File: src/rtl/param_fifo.sv
// Parametrised synchronous FIFO with occupancy count, threshold flags and error pulses.
// Define FIFO_FWFT_EN for first-word-fall-through reads; otherwise reads have 1-cycle latency.
module param_fifo #(
   parameter int DATA_W = 10,
   parameter int ADDR_W = 3,
   parameter int AF_LVL = 6,
   parameter int AE_LVL = 2
) (
   input  logic              CLK,
   input  logic              RST_N,
   input  logic [DATA_W-1:0] Din,
   input  logic              WR_EN,
   input  logic              RD_EN,
   output logic [DATA_W-1:0] Dout,
   output logic              Empty,
   output logic              Full,
   output logic              AlmostFull,
   output logic              AlmostEmpty,
   output logic [ADDR_W:0]   Count,
   output logic              Overflow,
   output logic              Underflow
);

   localparam int DEPTH = 2 ** ADDR_W;
   localparam logic [ADDR_W:0] DEPTH_C = ADDR_W'(0) + (ADDR_W+1)'(DEPTH);
   localparam logic [ADDR_W:0] AF_C = (ADDR_W+1)'(AF_LVL);
   localparam logic [ADDR_W:0] AE_C = (ADDR_W+1)'(AE_LVL);
   localparam logic AF_RST = (AF_LVL == 0);

   logic [DATA_W-1:0] mem [DEPTH];

   logic [ADDR_W:0] wptr;
   logic [ADDR_W:0] rptr;
   logic [ADDR_W:0] wptr_next;
   logic [ADDR_W:0] rptr_next;
   logic [ADDR_W:0] count_next;

   logic rd_ok;
   logic wr_ok;

   // Acceptance: a read needs data; a write needs room or a same-cycle pop.
   always_comb begin
      rd_ok = RD_EN && !Empty;
      wr_ok = WR_EN && (!Full || rd_ok);
   end

   // Next pointers and occupancy from the accepted operations.
   always_comb begin
      wptr_next = wptr;
      rptr_next = rptr;
      count_next = Count;
      if (wr_ok)
         wptr_next = wptr + 1'b1;
      if (rd_ok)
         rptr_next = rptr + 1'b1;
      unique case ({wr_ok, rd_ok})
         2'b10:   count_next = Count + 1'b1;
         2'b01:   count_next = Count - 1'b1;
         default: count_next = Count;
      endcase
   end

   // Storage array; contents are not reset and only become visible via pointers.
   always_ff @(posedge CLK) begin
      if (wr_ok)
         mem[wptr[ADDR_W-1:0]] <= Din;
   end

   // Pointer and count registers.
   always_ff @(posedge CLK or negedge RST_N) begin
      if (!RST_N) begin
         wptr  <= '0;
         rptr  <= '0;
         Count <= '0;
      end else begin
         wptr  <= wptr_next;
         rptr  <= rptr_next;
         Count <= count_next;
      end
   end

   // Status flags registered from the next-state count so they align with Count.
   always_ff @(posedge CLK or negedge RST_N) begin
      if (!RST_N) begin
         Empty       <= 1'b1;
         Full        <= 1'b0;
         AlmostFull  <= AF_RST;
         AlmostEmpty <= 1'b1;
      end else begin
         Empty       <= (count_next == '0);
         Full        <= (count_next == DEPTH_C);
         AlmostFull  <= (count_next >= AF_C);
         AlmostEmpty <= (count_next <= AE_C);
      end
   end

   // Error pulses last exactly one cycle after the rejected request.
   always_ff @(posedge CLK or negedge RST_N) begin
      if (!RST_N) begin
         Overflow  <= 1'b0;
         Underflow <= 1'b0;
      end else begin
         Overflow  <= WR_EN && !wr_ok;
         Underflow <= RD_EN && !rd_ok;
      end
   end

`ifdef FIFO_FWFT_EN
   logic              head_live;
   logic [DATA_W-1:0] head_next;

   // Head after this edge; a word landing in the head slot is bypassed from Din.
   always_comb begin
      head_live = (count_next != '0);
      head_next = mem[rptr_next[ADDR_W-1:0]];
      if (wr_ok && (rptr_next == wptr))
         head_next = Din;
   end

   // Dout tracks the head while data is present and holds when drained.
   always_ff @(posedge CLK or negedge RST_N) begin
      if (!RST_N)
         Dout <= '0;
      else if (head_live)
         Dout <= head_next;
   end
`else
   // Registered read: head word appears one edge after an accepted read.
   always_ff @(posedge CLK or negedge RST_N) begin
      if (!RST_N)
         Dout <= '0;
      else if (rd_ok)
         Dout <= mem[rptr[ADDR_W-1:0]];
   end
`endif

endmodule

File: config.mk
export PLATFORM = sky130hd
export DESIGN_NAME = param_fifo
export DESIGN_NICKNAME = d
export VERILOG_FILES = /design/src/rtl/param_fifo.sv
export SDC_FILE = /design/constraint.sdc
export NUM_CORES = 1
export LEC_CHECK = 0
export CAP_MARGIN = 20
export CORE_ASPECT_RATIO = 1.2
export CORE_MARGIN = 2
export CORE_UTILIZATION = 62
export CTS_CLUSTER_SIZE = 24
export DETAILED_ROUTE_END_ITERATION = 16
export DONT_BUFFER_PORTS = 1
export PLACE_DENSITY = 0.79
export RECOVER_POWER = 25
export SLEW_MARGIN = 20
export SYNTH_ARGS = -nofsm -noshare
export SYNTH_HDL_FRONTEND = slang
export SYNTH_SLANG_ARGS = --single-unit
File: constraint.sdc
create_clock -name CLK -period 2.9 [get_ports CLK]
set_input_delay 0.29 -clock CLK [delete_from_list [all_inputs] [get_ports CLK]]
set_output_delay 0.29 -clock CLK [all_outputs]
set_load 0.01 [all_outputs]
==> flow_summary.toml <==
[run_status]
outcome = "finished with violations"
violations = "capacitance limit, slew limit"

[logic_synthesis]
syn_inst = 245
syn_nets = 264
synth_top_family_by_area = "multiplexers"
synth-compound-area-share_pct = 4.50
yosys.cell_types.count = 43
synth-main-ff-cell = "edfxtp_1"
synthArstFlopShare_pct = 24.5
synth.area.mux_share_pct = 13.6
yosys_warnings = 0
synth-seq-cells = 106
synth_edf_count = 80
synth-simple-area-share_pct = 5.76
synth_area_sq_mm = 0.00428
ys_seq_area_share_pct = 71.3
synth_adder_area_share_pct = 1.46
postSynthAreaPerCell_sq_um = 17.5
synth_xor_area_share_pct = 1.43

[worst_setup_path]
critical_path.startpoint = "Empty$_DFF_PN1_"
worstPathArrival_ns = 2.90
path_class = "flop to flop"
cp_max_fo = 7
r2r-end = "Full$_DFF_PN0_"
required_ns = 3.17
ff2ff_path_depth = 11
worstSetupStartpointType = "flop"
cp-endpoint = "Full$_DFF_PN0_"
ff2ff_setup_slack_ns = 0.27
r2r-start = "Empty$_DFF_PN1_"
critPathCaptureType = "flop"

[clocking]
cts_root_buf = "clkbuf_8"
post_cts_resized = 0
cts_tree = "done"
clk_pin_slew_ns = 0.10
clk_latency_ns = 0.37
cts_sinks = 106
clock_path_buffers = 2
numCtsBuffers = 9
ctsHtreeMaxLevel = 3
ctsHoldBuffers = 6
cts_setup_buffers = 0

[global_routing]
grt_pass1_vias = 2260
antenna_found_initial = 0
grtUsageTotal_pct = 22.3
grt_max_degree = 27
grt_pass1_wl_um = 11800
grt_overflow = 0

[placed_design]
port_buffers = 0
gp_congestion = 0.812
dp_slack_ns = 0.296
hpwl_um = 4840

[sta]
tns_ns = 0
hold_viol_final = 0
finalSetupViolCount = 0
maxSlewViolCount = 27
worstMarginPinSlew_ns = 1.60
worst_clock_skew_ns = 0.00911
rsz0062_at_grt = "no"
slew_headroom_pct = -6.46
fmax_mhz = 380
period_share_pct = 90.6
fin_crit_ns = 2.63
final.setup.worst_slack_ns = 0.272

[route]
first_pass_iters = 4
drcViolationCount = 0
vias = 2164
drt-wirelength-per-cell_um = 21.2
drt_iter0_drc = 99
routed_wirelength_um = 7770
viasPerCell = 5.91
ant_nets = 0

[floorplanning]
die_y_um = 95.0
fp-row-count = 33
core_area_sq_mm = 0.00677
die_area_sq_mm = 0.00759
initial_core_util_pct = 63.2
die_w_um = 79.9
io_pins = 34

[flow_run]
max_cap_viol_count = 1

[final_layout]
n_antenna_cell = 0
fill_cells = 442
nets = 293
area_delta_synth_final_pct = 11.7
drive_gt1_share_pct = 22.2

[worst_hold_path]
hold_start = "Din[1]"
min_path_type = "input pin to flop"

[power]
power_density_mw_per_mm2 = 964
p_leak_nw = 1.73
peakVddDrop_mv = 0.633
## state kept, by name (all words and copies together), names as in the netlist
register     cells
Underflow        1
Dout            10
Overflow         1
AlmostEmpty      1
Empty            1
AlmostFull       1
wptr             3
Count            4
Full             1
mem             80
rptr             3
## critical path: stages, from the launching register on
cell and delay [ns]:
dfstp_2 0.57, nand2b_1 0.20, a21boi_2 0.10, inv_2 0.12, ha_1 0.29, xor2_1 0.10, ha_1 0.20, a21oi_2 0.12
mux2i_1 0.22, xor2_1 0.29, inv_2 0.07, a211oi_1 0.23
## power breakdown
group | total [mW] | internal, mW | switching, mW
sequential | 2.33 | 1.99 | 0.336
clock | 0.857 | 0.334 | 0.522
combinational | 1.42 | 0.693 | 0.731
## kinds of logic (layout without fill, tap and decap cells)
group	Yosys count	count (layout)
flops	106	106
mux	33	33
fa+ha+maj	5	5
buf+inv	18	52
compound gates	28	28
simple gates	48	48
xor+xnor	7	7
## cell usage in the layout (no fill, tap or decap), drive strengths merged, types with 2 or more instances in the layout
cell type	n
edfxtp	80
dfrtp	24
mux4	20
nand2	18
buf	15
dlygate4sd3	13
o21ai	12
mux2i	11
clkbuf	10
inv	10
nor2	6
nor3	5
ha	5
nand2b	4
xnor2	4
xor2	3
nor2b	3
o211ai	3
a211oi	3
clkinv	3
dfstp	2
mux2	2
and3	2
a21oi	2
nor4	2
## metrics by stage
stage | cells | cell area, sq um | hold slack [ns] | utilization, % | power (mW)
3_5_place_dp | 336 | 4460 | -0.00502 | 65.8 | 3.77
6_report | 366 | 4780 | 0.0173 | 70.6 | 4.61
4_1_cts | 358 | 4720 | 0.000225 | 69.7 | 4.65
3_3_place_gp | 336 | 4460 | -0.00476 | 65.8 | 3.72
5_1_grt | 366 | 4780 | 0.00216 | 70.6 | 4.88
2_1_floorplan | 245 | 4280 | -0.00559 | - | 3.39
## worst min-delay path by stage
| stage | end | slack [ns] | cells after the start |
|---|---|---|---|
| after floorplan | AlmostFull$_DFF_PN0_ | -0.006 | 0 |
| after global placement | Count[0]$_DFF_PN0_ | -0.005 | 0 |
| after detailed placement | Count[3]$_DFF_PN0_ | -0.005 | 0 |
| after CTS | mem[4][6]$_DFFE_PP_ | 0.0002 | 0 |
| after global routing | mem[3][1]$_DFFE_PP_ | 0.002 | 0 |
| final | mem[2][1]$_DFFE_PP_ | 0.02 | 0 |
## cell type report
cell class	count	area [sq um]	area share (%)
well taps	87	109	2.28
clock inverters	7	70.1	1.46
inverters	7	26.3	0.549
multi-input cells	121	1150	24.1
flip-flops and latches	106	3060	63.9
clock buffers	9	124	2.59
repair buffers	29	246	5.15
## layer usage
metal  part of all wire (%)  GRT usage [%]  vias to the layer above
met5                      0              0                        -
met4                    2.7           11.2                        0
met3                    3.2           4.26                       16
met2                     51           37.7                       47
met1                     43           27.7                     1095
li1                       -              -                     1006
## synthesized netlist by cell type, types with 2 or more instances
| cell | instances | area [sq um] |
|---|---|---|
| nor2b_1 | 3 | 18.8 |
| ha_1 | 5 | 62.6 |
| inv_2 | 2 | 7.51 |
| nor2_1 | 6 | 22.5 |
| nand2b_1 | 4 | 25.0 |
| buf_2 | 2 | 10.0 |
| and3_1 | 2 | 12.5 |
| xnor2_1 | 4 | 35.0 |
| inv_1 | 5 | 18.8 |
| nor3_1 | 5 | 25.0 |
| dfrtp_1 | 24 | 601 |
| clkbuf_1 | 5 | 18.8 |
| mux2_2 | 2 | 22.5 |
| nor4_1 | 2 | 12.5 |
| edfxtp_1 | 80 | 2400 |
| o21ai_1 | 12 | 60.1 |
| nand2_1 | 18 | 67.6 |
| mux2i_1 | 11 | 110 |
| dfstp_2 | 2 | 52.6 |
| xor2_1 | 3 | 26.3 |
| buf_4 | 3 | 22.5 |
| o211ai_1 | 3 | 22.5 |
| a211oi_1 | 3 | 22.5 |
| mux4_2 | 20 | 450 |
No activity file was read; power rests on OpenSTA's default activity.
